===== src/rtl/cfg_master_pkg.sv =====
// -----------------------------------------------------------------------------
// cfg_master_pkg
// Shared definitions for the config bus master: default width constants,
// request op encoding, FSM state encoding and a counter-width helper.
// Optional feature macro: CFG_WRITE_VERIFY_EN adds the VERIFY state.
// -----------------------------------------------------------------------------
package cfg_master_pkg;

    localparam int DEF_ADDR_WIDTH = 8;
    localparam int DEF_DATA_WIDTH = 32;
    localparam int DEF_FIFO_DEPTH = 4;
    localparam int DEF_RD_LATENCY = 0;

    typedef enum logic {
        OP_READ  = 1'b0,
        OP_WRITE = 1'b1
    } cfg_op_e;

    typedef enum logic [2:0] {
        ST_IDLE   = 3'd0,
        ST_ISSUE  = 3'd1,
        ST_WAIT   = 3'd2,
        ST_RESP   = 3'd3
`ifdef CFG_WRITE_VERIFY_EN
        , ST_VERIFY = 3'd4
`endif
    } cfg_state_e;

    // Width of a down-counter that must hold values 0..lat (min 1 bit).
    function automatic int cnt_width(input int lat);
        return (lat < 1) ? 1 : $clog2(lat + 1);
    endfunction

endpackage


===== src/rtl/cfg_req_fifo.sv =====
// -----------------------------------------------------------------------------
// cfg_req_fifo
// Synchronous request FIFO. DEPTH must be a power of two (>= 2) so the
// read/write pointers wrap naturally. Flags are derived from registered
// state only, so full/empty never depend combinationally on push/pop.
// Ports:
//   clk, reset      : clock, synchronous active-high reset (flushes FIFO)
//   push, wdata     : write request; ignored while full
//   pop             : advance head; ignored while empty
//   rdata           : current head entry (valid while !empty)
//   full, empty     : occupancy flags
// -----------------------------------------------------------------------------
module cfg_req_fifo
    import cfg_master_pkg::*;
#(
    parameter int WIDTH = 1 + DEF_ADDR_WIDTH + DEF_DATA_WIDTH,
    parameter int DEPTH = DEF_FIFO_DEPTH
) (
    input  logic             clk,
    input  logic             reset,
    input  logic             push,
    input  logic [WIDTH-1:0] wdata,
    input  logic             pop,
    output logic [WIDTH-1:0] rdata,
    output logic             full,
    output logic             empty
);

    localparam int PTR_W = $clog2(DEPTH);

    logic [WIDTH-1:0] mem [DEPTH];
    logic [PTR_W-1:0] wr_ptr;
    logic [PTR_W-1:0] rd_ptr;
    logic [PTR_W:0]   count;
    logic             do_push;
    logic             do_pop;

    assign do_push = push && !full;
    assign do_pop  = pop && !empty;

    assign full  = (count == (PTR_W+1)'(DEPTH));
    assign empty = (count == '0);
    assign rdata = mem[rd_ptr];

    // Storage carries no reset; only pointers and count define contents.
    always_ff @(posedge clk) begin
        if (do_push) begin
            mem[wr_ptr] <= wdata;
        end
    end

    always_ff @(posedge clk) begin
        if (reset) begin
            wr_ptr <= '0;
            rd_ptr <= '0;
            count  <= '0;
        end else begin
            if (do_push) begin
                wr_ptr <= wr_ptr + PTR_W'(1);
            end
            if (do_pop) begin
                rd_ptr <= rd_ptr + PTR_W'(1);
            end
            case ({do_push, do_pop})
                2'b10:   count <= count + (PTR_W+1)'(1);
                2'b01:   count <= count - (PTR_W+1)'(1);
                default: count <= count;
            endcase
        end
    end

endmodule


===== src/rtl/config_bus_master.sv =====
// -----------------------------------------------------------------------------
// config_bus_master
// Queues config read/write requests and replays them one at a time onto a
// simple downstream config port. Reads return a response; writes do not,
// unless write-verify is built in.
// Optional feature macro: CFG_WRITE_VERIFY_EN -- every write is followed by
// a readback of the same address and a response carrying the readback and a
// mismatch flag on rsp_error. Without it rsp_error is constant 0.
// Ports:
//   clk, reset                        : clock, synchronous active-high reset
//   req_valid/ready/write/addr/data   : request handshake into the FIFO
//   rsp_valid/ready/data/error        : response handshake
//   config_config_addr/data           : downstream address/data (held)
//   config_write, config_read         : downstream strobes (mutually exclusive)
//   read_config_data                  : downstream readback
//   busy                              : work queued or in flight
// -----------------------------------------------------------------------------
module config_bus_master
    import cfg_master_pkg::*;
#(
    parameter int ADDR_WIDTH = DEF_ADDR_WIDTH,
    parameter int DATA_WIDTH = DEF_DATA_WIDTH,
    parameter int FIFO_DEPTH = DEF_FIFO_DEPTH,
    parameter int RD_LATENCY = DEF_RD_LATENCY
) (
    input  logic                  clk,
    input  logic                  reset,
    input  logic                  req_valid,
    output logic                  req_ready,
    input  logic                  req_write,
    input  logic [ADDR_WIDTH-1:0] req_addr,
    input  logic [DATA_WIDTH-1:0] req_data,
    output logic                  rsp_valid,
    input  logic                  rsp_ready,
    output logic [DATA_WIDTH-1:0] rsp_data,
    output logic                  rsp_error,
    output logic [ADDR_WIDTH-1:0] config_config_addr,
    output logic [DATA_WIDTH-1:0] config_config_data,
    output logic                  config_write,
    output logic                  config_read,
    input  logic [DATA_WIDTH-1:0] read_config_data,
    output logic                  busy
);

    localparam int REQ_W = 1 + ADDR_WIDTH + DATA_WIDTH;
    localparam int CNT_W = cnt_width(RD_LATENCY);

    // FIFO entry layout: {op, addr, data}
    logic [REQ_W-1:0]      fifo_rdata;
    logic                  fifo_full;
    logic                  fifo_empty;
    logic                  fifo_pop;
    cfg_op_e               head_op;
    logic [ADDR_WIDTH-1:0] head_addr;
    logic [DATA_WIDTH-1:0] head_data;

    cfg_state_e            state;
    cfg_op_e               issue_op;
    logic [CNT_W-1:0]      wait_cnt;

    assign head_op   = cfg_op_e'(fifo_rdata[REQ_W-1]);
    assign head_addr = fifo_rdata[REQ_W-2 -: ADDR_WIDTH];
    assign head_data = fifo_rdata[DATA_WIDTH-1:0];

    // The FSM only drains the FIFO from IDLE, so a stalled response keeps
    // the queue filling until full without losing order.
    assign fifo_pop  = (state == ST_IDLE) && !fifo_empty;
    assign req_ready = !fifo_full;
    assign busy      = !fifo_empty || (state != ST_IDLE);

    cfg_req_fifo #(
        .WIDTH (REQ_W),
        .DEPTH (FIFO_DEPTH)
    ) u_req_fifo (
        .clk   (clk),
        .reset (reset),
        .push  (req_valid && req_ready),
        .wdata ({req_write, req_addr, req_data}),
        .pop   (fifo_pop),
        .rdata (fifo_rdata),
        .full  (fifo_full),
        .empty (fifo_empty)
    );

`ifdef CFG_WRITE_VERIFY_EN
    logic rsp_err_q;
    assign rsp_error = rsp_err_q;
`else
    assign rsp_error = 1'b0;
`endif

    // Strobes are registered: they rise on the IDLE->ISSUE transition so the
    // ISSUE cycle is exactly the first cycle the downstream core sees them.
    always_ff @(posedge clk) begin
        if (reset) begin
            state              <= ST_IDLE;
            issue_op           <= OP_READ;
            wait_cnt           <= '0;
            config_write       <= 1'b0;
            config_read        <= 1'b0;
            config_config_addr <= '0;
            config_config_data <= '0;
            rsp_valid          <= 1'b0;
            rsp_data           <= '0;
`ifdef CFG_WRITE_VERIFY_EN
            rsp_err_q          <= 1'b0;
`endif
        end else begin
            case (state)
                ST_IDLE: begin
                    if (!fifo_empty) begin
                        issue_op           <= head_op;
                        config_config_addr <= head_addr;
                        config_config_data <= head_data;
                        config_write       <= (head_op == OP_WRITE);
                        config_read        <= (head_op == OP_READ);
                        state              <= ST_ISSUE;
                    end
                end

                ST_ISSUE: begin
                    if (issue_op == OP_WRITE) begin
                        config_write <= 1'b0;
`ifdef CFG_WRITE_VERIFY_EN
                        // Readback of the just-written address; VERIFY
                        // spans RD_LATENCY+1 cycles like a normal read.
                        config_read <= 1'b1;
                        wait_cnt    <= CNT_W'(RD_LATENCY);
                        state       <= ST_VERIFY;
`else
                        state       <= ST_IDLE;
`endif
                    end else if (RD_LATENCY == 0) begin
                        // Zero latency: ISSUE is also the sampling cycle.
                        config_read <= 1'b0;
                        rsp_valid   <= 1'b1;
                        rsp_data    <= read_config_data;
                        state       <= ST_RESP;
                    end else begin
                        // WAIT lasts RD_LATENCY cycles, counting down to 0.
                        wait_cnt <= CNT_W'(RD_LATENCY - 1);
                        state    <= ST_WAIT;
                    end
                end

                ST_WAIT: begin
                    if (wait_cnt == '0) begin
                        config_read <= 1'b0;
                        rsp_valid   <= 1'b1;
                        rsp_data    <= read_config_data;
                        state       <= ST_RESP;
                    end else begin
                        wait_cnt <= wait_cnt - CNT_W'(1);
                    end
                end

`ifdef CFG_WRITE_VERIFY_EN
                ST_VERIFY: begin
                    if (wait_cnt == '0) begin
                        // config_config_data still holds the written value.
                        config_read <= 1'b0;
                        rsp_valid   <= 1'b1;
                        rsp_data    <= read_config_data;
                        rsp_err_q   <= (read_config_data != config_config_data);
                        state       <= ST_RESP;
                    end else begin
                        wait_cnt <= wait_cnt - CNT_W'(1);
                    end
                end
`endif

                ST_RESP: begin
                    if (rsp_ready) begin
                        rsp_valid <= 1'b0;
`ifdef CFG_WRITE_VERIFY_EN
                        rsp_err_q <= 1'b0;
`endif
                        state     <= ST_IDLE;
                    end
                end

                default: begin
                    config_write <= 1'b0;
                    config_read  <= 1'b0;
                    state        <= ST_IDLE;
                end
            endcase
        end
    end

endmodule


===== config.mk =====
export PLATFORM = sky130hd
export DESIGN_NAME = config_bus_master
export DESIGN_NICKNAME = d
export VERILOG_FILES = /design/src/rtl/cfg_master_pkg.sv /design/src/rtl/cfg_req_fifo.sv /design/src/rtl/config_bus_master.sv
export SDC_FILE = /design/constraint.sdc
export NUM_CORES = 1
export LEC_CHECK = 0
export CAP_MARGIN = 25
export CORE_MARGIN = 2
export CORE_UTILIZATION = 41
export CTS_CLUSTER_SIZE = 16
export DETAILED_ROUTE_END_ITERATION = 6
export GPL_TIMING_DRIVEN = 1
export HOLD_SLACK_MARGIN = 0.06
export SYNTH_ARGS = -nofsm -noshare
export SYNTH_HDL_FRONTEND = slang
export SYNTH_SLANG_ARGS = --single-unit

===== constraint.sdc =====
create_clock -name clk -period 2.7 [get_ports clk]
set_input_delay 0.54 -clock clk [delete_from_list [all_inputs] [get_ports clk]]
set_output_delay 0.54 -clock clk [all_outputs]
set_load 0.05 [all_outputs]

==> results.cfg, run 1 <==
[clock_network]
cts_hold_repair.buffers = 0
worst_setup_hold_path_clk_slew_ns = 0.06
cts_max_level = 1
cts-root-buf = sky130_fd_sc_hd__clkbuf_16
clk-insertion-delay-late_ns = 0.54
numClockSinks = 251
cts_buffer_depth = 3
cts.repair_timing.setup_buffer_count = 0
cts_made_buffers = 27
cts_tree = yes

[drt]
number_of_optimization_iterations_in_the_first_detailed_route_pass = 4
detailed_route_wire_length_um = 19100
post_drt_wl_per_cell_um = 19.1
antenna_violating_nets_post_route = 0
vias_per_cell = 5.28
drc_errors = 0
num_vias = 5288
drtIter0Drc = 318

[layout]
final_cell_mix = sky130_fd_sc_hd__edfxtp_1, sky130_fd_sc_hd__clkdlybuf4s50_1, sky130_fd_sc_hd__dfxtp_1
insertedDiodeCount = 0
layout_commonest_cell = sky130_fd_sc_hd__edfxtp_1
fin_nets = 783
post_route_cells_drive_above_1_share_pct = 15.5
finish.instance_area_um2 = 12000
layout_area_overhead_pct = 31.6
final.fill_count = 1732

[setup_path]
reg2reg_setup_slack_ns = 0.31
crit_fanout = 10
timing.critical_path.slowest_stage_cell = sky130_fd_sc_hd__or3b_1
cp_data_arrival_time_ns = 1.92
worst-setup-path-type = reg -> out
startpoint_type = register
cp_cell_sequence = or3b_1 -> dlygate4sd2_1
reg2reg_depth = 8
max_stage_delay_ns = 0.50
critical_path_required_ns = 2.16
end_kind = output port

[synth]
synth_sequential_area_ratio_pct = 73.2
count_of_different_cell_masters_after_synthesis = 39
ys_ff_latch = 251
synth.yosys.warnings = 0
synthesis.area_um2 = 9110
post_synth.cell_area_avg_um2 = 16.8
postSynthCellCount = 543
synth.net_count = 626

[timing]
timing.final.setup_violations = 0
time_the_final_worst_path_needs_with_i_o_delays_and_setup_ns = 2.46
timing.setup.tns_ns = 0
tightestPinTransition_ns = 0.587
final.setup_skew_ns = 0.0183
final_min_period_over_clock_period_pct = 91.0
final_hold_vios = 0
slew_viol_final = 0
worst_slew_slack_as_a_fraction_of_its_limit_pct = 60.9
achievable-frequency_mhz = 407
timing.final.ws_setup_ns = 0.244
unrepaired_setup_endpoints_after_global_routing = false

[pwr]
power.density_cell_area_nw_per_um2 = 1160
clock_power_share_pct = 27.9
cellInternalPower_mw = 9.02
switching_share_pct = 35.0
power_switching_mw = 4.85
power_leakage_nw = 4.03
total_chip_power_mw = 13.9
sequential_power_share_pct = 38.3
combinational_group_share_of_total_power_pct = 33.9
peakVddDrop_uv = 661

[placed_design]
io_buffer_count = 153
place_worst_setup_slack_ns = 0.297
gp_congestion = 0.754
placed_area_um2 = 11000
detailedPlacementHpwl_um = 11800

[global_route]
globalRouteOverflowTotal = 0
gr_util_met2_pct = 28.0
grt_max_degree = 45
antenna_violations_before_repair = 1
grt_most_used_layer = met2
gr_util_met1_pct = 20.4
grt_pass1_wl_um = 30100
first_global_vias = 5520
met3_usage_pct = 3.94
global_route.usage.total_pct = 16.1

[status]
status = completed

[die]
chipHeight_um = 153
floorplan.core_area_um2 = 21800
die_area_um2 = 23400
core.rowCount = 54
start_util_pct = 41.7
ios = 155
die-width_um = 153

[min_path]
worst_hold_path.num_cells = 2
worst_min_path_class = reg -> reg

[flow_run]
timing.max_cap.violations = 0
==> metrics by stage <==
stage / utilization, % / hold WS (ns) / instances
after floorplan: - / 0.488 / 543
after global placement: 50.4 / 0.451 / 950
after detailed placement: 50.4 / 0.457 / 950
after CTS: 54.8 / 0.465 / 1000
after global routing: 54.9 / 0.480 / 1001
final: 54.9 / 0.462 / 1001
==> registers in the layout, summed over array words and instances (netlist names), named ones only <==
signal              cells
config_config_addr      8
config_config_data     32
config_read             1
config_write            1
issue_op                1
rsp_data               32
rsp_valid               1
state                   2
u_req_fifo.count        3
u_req_fifo.mem        164
u_req_fifo.rd_ptr       2
u_req_fifo.wr_ptr       2
==> worst max-delay path: cells and delay by family (launching register included) <==
kind                   cells  cell delay [ns]
and+or+nand+nor            1             0.50
buffers and inverters      1             0.49
DFF                        1             0.41
==> cell families (layout without fill, tap and decap cells) <==
family / Yosys count / after routing / share of synthesized area (%)
flip-flops: 251 / 251 / 73.2
AO/OA/AOI/OAI: 125 / 125 / 8.90
AND/OR/NAND/NOR: 65 / 65 / 3.75
buffers and inverters: 52 / 230 / 2.90
multiplexers: 41 / 41 / 10.1
adder cells (fa/ha/maj): 6 / 6 / 0.906
XOR/XNOR: 2 / 2 / 0.192
other: 1 / 1 / 0.0412
==> Yosys cell counts (all sizes together) <==
cell     count  area share (%)
edfxtp     164              54
dfxtp       87              19
a21oi       41             2.3
a22o        41             3.9
mux4        41              10
nand3       35             1.9
o21ai       34             1.9
buf         24             1.7
clkbuf      20            0.82
inv          8            0.33
nand2        7            0.29
nor2         6            0.25
and3         5            0.40
ha           5            0.69
a21o         2            0.16
nand3b       2            0.16
nor3         2            0.11
or3          2            0.14
or3b         2            0.19
xor2         2            0.19
a311oi       1           0.096
a31o         1           0.096
a31oi        1           0.069
a32o         1            0.11
conb         1           0.041
fa           1            0.22
nand2b       1           0.069
nor2b        1           0.069
nor3b        1           0.082
nor4         1           0.069
o2111ai      1           0.096
o211ai       1           0.082
o31ai        1           0.082
==> power by group through the flow <==
stage / clock network, mW / registers [mW] / logic (mW)
floorplan: 0 / 6.72 / 1.78
global placement: 0 / 5.36 / 4.63
detailed placement: 0 / 5.40 / 4.69
CTS: 3.96 / 5.33 / 4.71
global route: 4.12 / 5.40 / 4.97
finish: 3.87 / 5.31 / 4.70
==> routing by layer <==
| metal | vias up | share of wire, % |
|---|---|---|
| met5 | - | 0.079 |
| met4 | 2 | 1.8 |
| met3 | 21 | 6.4 |
| met2 | 158 | 50 |
| met1 | 2657 | 41 |
| li1 | 2450 | - |
==> worst paths after layout <==
kind | from | endpoint
setup / recovery | u_req_fifo.count[2] | req_ready
hold / removal | rsp_data[20] | rsp_data[20]
setup reg to reg | u_req_fifo.count[2] | u_req_fifo.count[2]
hold reg to reg | rsp_data[20] | rsp_data[20]
==> layout make-up <==
class | count | area (um^2) | share of cell area [%]
timing repair buffer | 172 | 1780 | 14.9
tap | 280 | 350 | 2.92
sequential | 251 | 6670 | 55.6
clock inverter | 18 | 225 | 1.88
inverter | 8 | 30.0 | 0.250
clock buffer | 32 | 734 | 6.12
multi-input combinational | 240 | 2200 | 18.3
==> repair_timing <==
item | 4_1_cts | 5_1_grt
resized for setup | 1 | 1
setup endpoints to repair | 1 | 1
cloned | 0 | 0
No activity file was read; power rests on OpenSTA's default activity.
==> inputs of run 2 (changes only) <==
--- a/config.mk
+++ b/config.mk
@@ -8,7 +8,6 @@
 export CAP_MARGIN = 25
 export CORE_MARGIN = 2
 export CORE_UTILIZATION = 41
-export CTS_CLUSTER_SIZE = 16
 export DETAILED_ROUTE_END_ITERATION = 6
 export GPL_TIMING_DRIVEN = 1
 export HOLD_SLACK_MARGIN = 0.06
==> results of run 2 <==
Final layout, timing and power as in run 1 (identical DEF).
